$ cat config.mk
export PLATFORM = sky130hd
export DESIGN_NAME = spi_screen_flat
export DESIGN_NICKNAME = d
export VERILOG_FILES = /design/src/rtl/spi_screen_pkg.sv /design/src/rtl/spi_screen_if.sv /design/src/rtl/spi_screen_tick.sv /design/src/rtl/spi_screen.sv /design/src/flat_wrapper.sv
export SDC_FILE = /design/constraint.sdc
export NUM_CORES = 1
export LEC_CHECK = 0
export CAP_MARGIN = 20
export CORE_MARGIN = 3
export CORE_UTILIZATION = 30
export DETAILED_ROUTE_END_ITERATION = 16
export GPL_TIMING_DRIVEN = 0
export SYNTH_ARGS = -nofsm -noshare
export SYNTH_HDL_FRONTEND = slang
export SYNTH_HIERARCHICAL = 1
export SYNTH_SLANG_ARGS = --single-unit
$ cat constraint.sdc
create_clock -name clk -period 2.5 [get_ports clk]
set_input_delay 0.5 -clock clk [delete_from_list [all_inputs] [get_ports clk]]
set_output_delay 0.5 -clock clk [all_outputs]
set_load 0.02 [all_outputs]
$ cat src/rtl/spi_screen_pkg.sv
// Shared types, constants and payload helpers for the spi_screen display link.
// Optional build macro: SPI_LSB_FIRST_EN (defined = shift LSB first, payload right-aligned).
package spi_screen_pkg;

  typedef enum logic [1:0] {FR_CMD, FR_D8, FR_D16} frame_t;
  typedef enum logic {S_IDLE, S_SHIFT} state_t;

  localparam int BITS8  = 8;
  localparam int BITS16 = 16;

  // Place the payload in the shift register so the first bit to send sits at the output end.
  function automatic logic [15:0] load_word(frame_t fr, logic [15:0] d);
`ifdef SPI_LSB_FIRST_EN
    return (fr == FR_D16) ? d : {8'h00, d[7:0]};
`else
    return (fr == FR_D16) ? d : {d[7:0], 8'h00};
`endif
  endfunction

  // Bit presented on mosi right after loading.
  function automatic logic first_bit(logic [15:0] w);
`ifdef SPI_LSB_FIRST_EN
    return w[0];
`else
    return w[15];
`endif
  endfunction

  // Shift register after one bit has been sent.
  function automatic logic [15:0] shift_word(logic [15:0] w);
`ifdef SPI_LSB_FIRST_EN
    return {1'b0, w[15:1]};
`else
    return {w[14:0], 1'b0};
`endif
  endfunction

  // Bit that becomes visible on mosi once the register shifts.
  function automatic logic next_bit(logic [15:0] w);
`ifdef SPI_LSB_FIRST_EN
    return w[1];
`else
    return w[14];
`endif
  endfunction

endpackage

$ cat src/rtl/spi_screen_if.sv
// CPU-side strobes/payload/ready and the SPI pins of the display link.
interface spi_screen_if;
  logic        startC;
  logic        startD8;
  logic        startD16;
  logic [15:0] data;
  logic        spi_mosi;
  logic        spi_sck;
  logic        spi_cdn;
  logic        spi_cen;
  logic        ready;

  modport master (
    output startC, startD8, startD16, data,
    input  spi_mosi, spi_sck, spi_cdn, spi_cen, ready
  );

  modport slave (
    input  startC, startD8, startD16, data,
    output spi_mosi, spi_sck, spi_cdn, spi_cen, ready
  );
endinterface

$ cat src/rtl/spi_screen_tick.sv
// Baud divider: one-cycle tick every BAUD clocks while enabled; restarts on clr.
module spi_screen_tick #(
  parameter int BAUD = 5
) (
  input  logic clk,
  input  logic rstn,
  input  logic clr,
  input  logic en,
  output logic tick
);
  localparam int CW = $clog2(BAUD + 1);
  localparam logic [CW-1:0] LAST = CW'(BAUD - 1);

  logic [CW-1:0] cnt;

  assign tick = en && (cnt == LAST);

  // Count clocks within a half sck period, wrapping on each tick.
  always_ff @(posedge clk or negedge rstn) begin
    if (!rstn) begin
      cnt <= '0;
    end else if (clr || !en || (cnt == LAST)) begin
      cnt <= '0;
    end else begin
      cnt <= cnt + CW'(1);
    end
  end
endmodule

$ cat src/rtl/spi_screen.sv
// Write-only SPI master for the display: 8-bit command, 8-bit data or 16-bit data frames.
// Optional build macro: SPI_LSB_FIRST_EN (reverses shift direction, timing unchanged).
module spi_screen
  import spi_screen_pkg::*;
#(
  parameter int BAUD = 5
) (
  input logic         clk,
  input logic         rstn,
  spi_screen_if.slave bus
);
  state_t      state, state_next;
  frame_t      frame;
  logic        start_any, accept, finish, tick, shifting;
  logic [15:0] sreg, load_w;
  logic [4:0]  bits_left;
  logic        sck_q, cen_q, cdn_q, mosi_q, ready_q;

  assign start_any = bus.startC | bus.startD8 | bus.startD16;
  assign load_w    = load_word(frame, bus.data);
  assign shifting  = (state == S_SHIFT);

  spi_screen_tick #(.BAUD(BAUD)) u_tick (
    .clk  (clk),
    .rstn (rstn),
    .clr  (accept),
    .en   (shifting),
    .tick (tick)
  );

  // State register.
  always_ff @(posedge clk or negedge rstn) begin
    if (!rstn) state <= S_IDLE;
    else       state <= state_next;
  end

  // Frame selection by priority, accept in idle, finish on the falling tick of the last bit.
  always_comb begin
    state_next = state;
    frame      = FR_D16;
    accept     = 1'b0;
    finish     = 1'b0;
    if (bus.startC)       frame = FR_CMD;
    else if (bus.startD8) frame = FR_D8;
    case (state)
      S_IDLE: begin
        if (start_any) begin
          accept     = 1'b1;
          state_next = S_SHIFT;
        end
      end
      S_SHIFT: begin
        if (tick && sck_q && (bits_left == 5'd1)) begin
          finish     = 1'b1;
          state_next = S_IDLE;
        end
      end
      default: state_next = S_IDLE;
    endcase
  end

  // Shift register, bit counter and registered SPI outputs.
  always_ff @(posedge clk or negedge rstn) begin
    if (!rstn) begin
      sreg      <= '0;
      bits_left <= '0;
      sck_q     <= 1'b0;
      cen_q     <= 1'b1;
      cdn_q     <= 1'b1;
      mosi_q    <= 1'b0;
      ready_q   <= 1'b1;
    end else if (accept) begin
      sreg      <= load_w;
      bits_left <= (frame == FR_D16) ? 5'(BITS16) : 5'(BITS8);
      cdn_q     <= (frame != FR_CMD);
      cen_q     <= 1'b0;
      ready_q   <= 1'b0;
      sck_q     <= 1'b0;
      mosi_q    <= first_bit(load_w);
    end else if (finish) begin
      sck_q     <= 1'b0;
      cen_q     <= 1'b1;
      ready_q   <= 1'b1;
    end else if (shifting && tick) begin
      if (!sck_q) begin
        sck_q     <= 1'b1;
      end else begin
        sck_q     <= 1'b0;
        bits_left <= bits_left - 5'd1;
        sreg      <= shift_word(sreg);
        mosi_q    <= next_bit(sreg);
      end
    end
  end

  assign bus.spi_sck  = sck_q;
  assign bus.spi_cen  = cen_q;
  assign bus.spi_cdn  = cdn_q;
  assign bus.spi_mosi = mosi_q;
  assign bus.ready    = ready_q;
endmodule

$ cat src/flat_wrapper.sv
// flat-port wrapper written by rule: the top's interface ports become plain ports
module spi_screen_flat import spi_screen_pkg::*;
#(
  parameter int BAUD = 5
)
  (clk, rstn, bus_startC, bus_startD8, bus_startD16, bus_data, bus_spi_mosi, bus_spi_sck, bus_spi_cdn, bus_spi_cen, bus_ready);
  spi_screen_if bus_i ();
  input logic clk;
  input logic rstn;
  input wire logic [$bits(bus_i.startC)-1:0] bus_startC;
  input wire logic [$bits(bus_i.startD8)-1:0] bus_startD8;
  input wire logic [$bits(bus_i.startD16)-1:0] bus_startD16;
  input wire logic [$bits(bus_i.data)-1:0] bus_data;
  output wire logic [$bits(bus_i.spi_mosi)-1:0] bus_spi_mosi;
  output wire logic [$bits(bus_i.spi_sck)-1:0] bus_spi_sck;
  output wire logic [$bits(bus_i.spi_cdn)-1:0] bus_spi_cdn;
  output wire logic [$bits(bus_i.spi_cen)-1:0] bus_spi_cen;
  output wire logic [$bits(bus_i.ready)-1:0] bus_ready;
  assign bus_i.startC = bus_startC;
  assign bus_i.startD8 = bus_startD8;
  assign bus_i.startD16 = bus_startD16;
  assign bus_i.data = bus_data;
  assign bus_spi_mosi = bus_i.spi_mosi;
  assign bus_spi_sck = bus_i.spi_sck;
  assign bus_spi_cdn = bus_i.spi_cdn;
  assign bus_spi_cen = bus_i.spi_cen;
  assign bus_ready = bus_i.ready;
  spi_screen #(.BAUD(BAUD)) u_core (.clk(clk), .rstn(rstn), .bus(bus_i));
endmodule
==> run summary, run 1 <==
Setup crit start = u_core/bus.ready
Post-synth EDFFs = 0
Place WS = 0.2412 ns
Syn avg cell area = 9.795 µm²
Crit Reg-Reg Endpoint = u_core/bits_left[3]
Slew Limit Fails = 0
DIE HEIGHT = 75.05 µm
Most frequent cells in the layout = dfrtp_1, clkdlybuf4s50_1, nor2_1, nand2_1, a221oi_1
Most common cell after layout, fill and taps aside = dfrtp_1
Hold Path Class = reg -> reg
Post-CTS Resized = 0
Crit start category = flop
Warnings from Yosys = 6
Netlist cell types = 36
Crit path DAT = 1.52 ns
DRT iter0 DRCs = 75
Wire length on met1 = 1572 µm
Htree depth = 1
CP Max Fanout = 3
Routability cong. = 0.7912
Post-synth ARST share = 100.0%
Clk Latency, worst-skew pair = 0.28 ns
Routed wl met2 = 1755 µm
# nets final = 202
First-pass GRT wire length = 5837 µm
Num CTS Buffers = 3
Worst Clk Skew = 0.01018 ns
Fin. Hold Viols = 0
FF-to-FF path depth = 6
Actual slew at the worst max-slew pin = 0.6865 ns
Fin Setup TNS = 0 ns
Syn nets = 171
Leakage = 0.0007718 µW
Met3 wire len = 172 µm
Dpl hpwl = 2698 µm
Via count = 1,239
Multi-input logic area = 645.6 µm²
Syn Inst Count = 146
Row count = 24
Post-CTS Setup Bufs = 0
Fill count = 456
CTS sink cnt = 28
Area grow syn2layout = 27.82%
RSZ-0062 raised after global routing = false
CTS Buffer Depth = 2
WP data required = 2.00 ns
CP endpoint kind = output port
# setup viols final = 0
DR vias/cell = 5.434
WS Path Type = reg -> out
Post-CTS Hold Buffers = 0
Tcrit/Tclk final = 80.91%
Power Dens Cells = 915.0 mW/mm²
Share of layout cells above drive strength 1 = 10.23%
Cell Area, Synth = 0.001430 mm²
Max Freq = 494.4 MHz
Top Metal Used = met4
Vias in the first global route = 1,184
Fin crit period = 2.023 ns
Post-synth top flop = dfrtp_1
Reg2Reg Setup Slack = 0.57 ns
Core ar. = 0.004474 mm²
Max Cap Viol = 0
Average wire per standard cell = 15.51 µm
IO Port Bufs = 25
Relative slew slack = 54.09%
Gr ovfl total = 0
Antenna viol nets, final = 0
Cell chosen for the clock root = clkbuf_8
Largest net degree at the start of global routing = 17
Die extent in x = 75.05 µm
ANT cells = 0
Ports = 26
Status = finished clean
Register area = 703.2 µm²
Initial cell density of the core = 31.96%
Final Core Density = 40.86%
DRC errors left = 0
Final setup margin = 0.4772 ns
TritonCTS clock tree = built
Initial antenna violation count = 0
Seq/Total Area, Yosys = 49.17%
Post-Place Cells = 224
Worst IR Drop VDD = 427.4 µV
R2r startpoint = u_core/u_tick/cnt[0]
Initial DRT Pass Iterations = 4
Synth Register Bits = 28
Total GRT Usage = 13.57%
Post-Layout Cell Count = 228
End point of the critical path = bus_spi_cen
Die Footprint = 0.005632 mm²
Final WL = 3537 µm
Clock slew at reported path FFs = 0.10 ns
==> worst min-delay path by stage <==
stage	from	to	slack, ns	cells past startpoint
floorplan	rstn	u_core/bits_left[0]	0.20	0
global placement	u_core/u_tick/cnt[0]	u_core/u_tick/cnt[0]	0.46	1
detailed placement	u_core/u_tick/cnt[0]	u_core/u_tick/cnt[0]	0.46	1
CTS	u_core/u_tick/cnt[0]	u_core/u_tick/cnt[0]	0.48	1
global route	u_core/u_tick/cnt[0]	u_core/u_tick/cnt[0]	0.49	1
finish	u_core/u_tick/cnt[0]	u_core/u_tick/cnt[0]	0.47	1
==> flip-flops by register name, summed over array words and instances, names as in the netlist <==
signal / cells
u_core/sreg: 15
u_core/bits_left: 5
u_core/u_tick/cnt: 3
u_core/bus.ready: 1
u_core/bus.spi_cdn: 1
u_core/bus.spi_mosi: 1
u_core/bus.spi_sck: 1
u_core/shifting: 1
==> worst max-delay path, cell delays in order (launching register included) <==
cell	delay, ns
dfstp_2	0.55
buf_4	0.10
clkdlybuf4s50_1	0.59
==> routing by layer <==
metal / vias up / track usage, %
met5: - / 0
met4: 0 / 3.557
met3: 2 / 2.537
met1: 618 / 18.37
li1: 586 / -
met2: 33 / 22.24
==> stage by stage <==
stage | area [µm²] | hold WS, ns | power (µW)
6_report | 1828 | 0.4697 | 1673
5_1_grt | 1828 | 0.4872 | 1805
4_1_cts | 1828 | 0.4790 | 1695
3_5_place_dp | 1773 | 0.4628 | 1408
3_3_place_gp | 1745 | 0.4568 | 1365
2_1_floorplan | 1430 | 0.2044 | 1190
==> area by class of cell <==
class                      instances  area share, %
buffer                             7          2.396
clock buffer                       4          3.012
inverter                          10          2.053
multi-input combinational        101          35.32
sequential                        28          38.47
tap                               52          3.559
timing repair buffer              26          15.20
==> cell usage after synthesis, types with 2 or more instances <==
master	number	area share, %
nand2b_1	3	1.3
a22o_1	2	1.2
dfstp_2	2	3.7
clkbuf_1	2	0.53
and3_1	2	0.87
a2bb2oi_1	5	3.1
nand2_1	13	3.4
o21ai_0	9	3.1
ha_1	4	3.5
nor3_1	3	1.0
dfrtp_1	26	45
nor2_1	21	5.5
a221oi_1	10	6.1
buf_4	2	1.0
nor3b_1	4	2.1
buf_2	2	0.70
inv_1	9	2.4
o22ai_1	8	3.5
nand3_1	2	0.70
==> cells by family after synthesis <==
logic type | count (synthesis) | share of synthesized area (%)
AND/OR/NAND/NOR | 55 | 20.12
buffers and inverters | 17 | 5.686
XOR/XNOR | 1 | 0.6125
adder cells (fa/ha/maj) | 4 | 3.500
flip-flops | 28 | 49.17
AO/OA/AOI/OAI | 41 | 20.91
==> power by group <==
group / internal (µW) / total [µW] / leakage [µW] / switching, µW
sequential: 658 / 805 / 0.000325 / 146
combinational: 308 / 589 / 0.000418 / 282
clock: 141 / 279 / 0.0000288 / 138
total: 1110 / 1670 / 0.000772 / 566
(Power assumes the default switching activity.)
==> run 2: changes to the inputs <==
==> constraint.sdc (replaced) <==
create_clock -name clk -period 1.9 [get_ports clk]
set_input_delay 0.38 -clock clk [delete_from_list [all_inputs] [get_ports clk]]
set_output_delay 0.38 -clock clk [all_outputs]
set_load 0.02 [all_outputs]
==> run summary, run 2 (same netlist as run 1, synthesis figures left out) <==
Average wire per standard cell = 15.59 µm (+0.49%)
Clock power share = 16.2% (-0.5 points)
Tcrit/Tclk final = 97.43%
Power Dens Cells = 1195 mW/mm² (+31%)
IO Port Bufs = 25 (unchanged)
# nets final = 205 (+1.5%)
# setup viols final = 0 (unchanged)
Met1 usage = 18.37% (unchanged)
Final Core Density = 42.17% (+1.3 points)
Initial antenna violation count = 0 (unchanged)
CP Max Fanout = 3 (unchanged)
FF-to-FF path depth = 6 (unchanged)
Area grow syn2layout = 31.93%
Clock slew at reported path FFs = 0.10 ns (about the same)
NetSw = 771.5 µW (+36%)
Worst IR Drop VDD = 559.9 µV (+31%)
Final WL = 3601 µm (+1.8%)
TritonCTS clock tree = built
Worst Clk Skew = 0.01035 ns (+0.0001702 ns)
Row count = 24 (unchanged)
Biggest register = u_core/sreg
Slew Limit Fails = 0 (unchanged)
Crit-path max cell delay = 0.43 ns (-0.16 ns)
Largest delay share family, worst path = simple AND/OR/NAND/NOR gates
Post-CTS Hold Buffers = 0 (unchanged)
Cell depth of the worst setup path = 6 (+4)
Relative slew slack = 52.99% (-1.1 points)
Fill count = 458 (+0.44%)
Via count = 1,236 (-0.24%)
Int Pwr = 1484 µW (+34%)
Die extent in x = 75.05 µm (unchanged)
Crit Reg-Reg Endpoint = u_core/bits_left[3]
Setup crit start = u_core/u_tick/cnt[0]
Actual slew at the worst max-slew pin = 0.7030 ns (+0.01647 ns)
DRT iter0 DRCs = 69 (-8.0%)
Dpl hpwl = 2698 µm (unchanged)
Most common cell after layout, fill and taps aside = dfrtp_1
WS Path Type = reg -> reg
Cell chosen for the clock root = clkbuf_8
Core ar. = 0.004474 mm² (unchanged)
Ports = 26 (unchanged)
DIE HEIGHT = 75.05 µm (unchanged)
Multi-input logic area = 681.9 µm² (+5.6%)
Antenna viol nets, final = 0 (unchanged)
First-pass GRT wire length = 5878 µm (+0.70%)
Largest register FFs = 15 (unchanged)
Fin. Hold Viols = 0 (unchanged)
GRT busiest layer = met2
Area post-placement = 0.001773 mm² (unchanged)
Die Footprint = 0.005632 mm² (unchanged)
Fin crit period = 1.851 ns
WP data required = 2.07 ns (+0.07 ns)
ANT cells = 0 (unchanged)
Crit start category = flop
Total GRT Usage = 13.65% (+0.083 points)
Register area = 703.2 µm² (unchanged)
Num CTS Buffers = 3 (unchanged)
End point of the critical path = u_core/bits_left[3]
Leakage = 0.0007971 µW (+3.3%)
Htree depth = 1 (unchanged)
Share of layout cells above drive strength 1 = 16.20% (+6.0 points)
Sequential share of power = 47.5% (-0.6 points)
Logic pwr share = 36.3% (+1.1 points)
Gr ovfl total = 0 (unchanged)
Met2 global-route usage = 22.53% (+0.29 points)
CP cell instances = inv_1 -> ha_2 -> and3_4 -> nand3_4 -> or4_4 -> a311o_1
CTS Buffer Depth = 2 (unchanged)
R2r startpoint = u_core/u_tick/cnt[0]
Max Cap Viol = 0 (unchanged)
GRT met3 Usage = 2.537% (unchanged)
Clk Latency, worst-skew pair = 0.28 ns (about the same)
Design Area, Final = 0.001887 mm² (+3.2%)
CTS sink cnt = 28 (unchanged)
DR vias/cell = 5.351 (-1.5%)
Reg2Reg Setup Slack = 0.05 ns (-0.52 ns)
Routability cong. = 0.7912 (unchanged)
Most frequent cells in the layout = dfrtp_1, clkdlybuf4s50_1, nor2_1, nand2_1, a221oi_1
Largest net degree at the start of global routing = 17 (unchanged)
DRC errors left = 0 (unchanged)
Vias in the first global route = 1,195 (+0.93%)
Status = finished clean
CP max stage cell = or4_4
Max Freq = 540.2 MHz
CP endpoint kind = flop
Initial DRT Pass Iterations = 4 (unchanged)
Top flop regs = u_core/sreg (15), u_core/bits_left (5), u_core/u_tick/cnt (3)
Hold Path Class = reg -> reg
Crit path DAT = 2.02 ns (+0.50 ns)
Initial cell density of the core = 31.96% (unchanged)
Net Sw Frac = 34.21% (+0.39 points)
CP Buf/Inv Count = 1 (-1)
## run 2: cell type report
cell class,instances,area share (%)
Sequential cell,28,37.27
Multi-Input combinational cell,101,36.14
Timing Repair Buffer,29,15.85
Tap cell,52,3.448
Clock buffer,4,2.918
Buffer,7,2.387
Inverter,10,1.989
## run 2: worst min-delay path by stage
stage	cells after the start	to	start
after floorplan	0	u_core/bits_left[0]	rstn
after CTS	1	u_core/u_tick/cnt[0]	u_core/u_tick/cnt[0]
after detailed placement	1	u_core/u_tick/cnt[0]	u_core/u_tick/cnt[0]
after global placement	1	u_core/u_tick/cnt[0]	u_core/u_tick/cnt[0]
after global routing	1	u_core/u_tick/cnt[0]	u_core/u_tick/cnt[0]
final	1	u_core/u_tick/cnt[0]	u_core/u_tick/cnt[0]
## run 2: what timing repair did
item | in CTS | in global routing
gates resized for setup | 3 | 8
buffers inserted | 0 | 3
setup endpoints to repair | 2 | 13
## run 2: power by group through the flow
stage | registers [µW] | logic (µW) | clock network (µW)
6_report | 1070 | 818 | 366
5_1_grt | 1110 | 919 | 407
4_1_cts | 1060 | 784 | 387
3_5_place_dp | 1070 | 783 | 0
3_3_place_gp | 1060 | 740 | 0
2_1_floorplan | 1060 | 508 | 0
## run 2: metrics by stage
step | setup TNS (ns) | total power, µW | setup WS (ns) | hold WS [ns] | instances
finish | 0 | 2255 | 0.04882 | 0.4703 | 231
floorplan | 0 | 1566 | 0.1414 | 0.08441 | 146
detailed placement | -3.063 | 1853 | -0.2388 | 0.4628 | 224
CTS | 0 | 2233 | 0.009245 | 0.4790 | 228
global placement | -3.223 | 1796 | -0.2103 | 0.4568 | 223
global route | -0.005108 | 2434 | -0.005108 | 0.4872 | 231
## run 2: layer usage
layer,part of all wire [%],vias up,wire [µm]
met1,45,624,1633
met2,50,19,1814
met4,1.0,0,36
met5,0,-,0
li1,-,591,-
met3,3.2,2,117
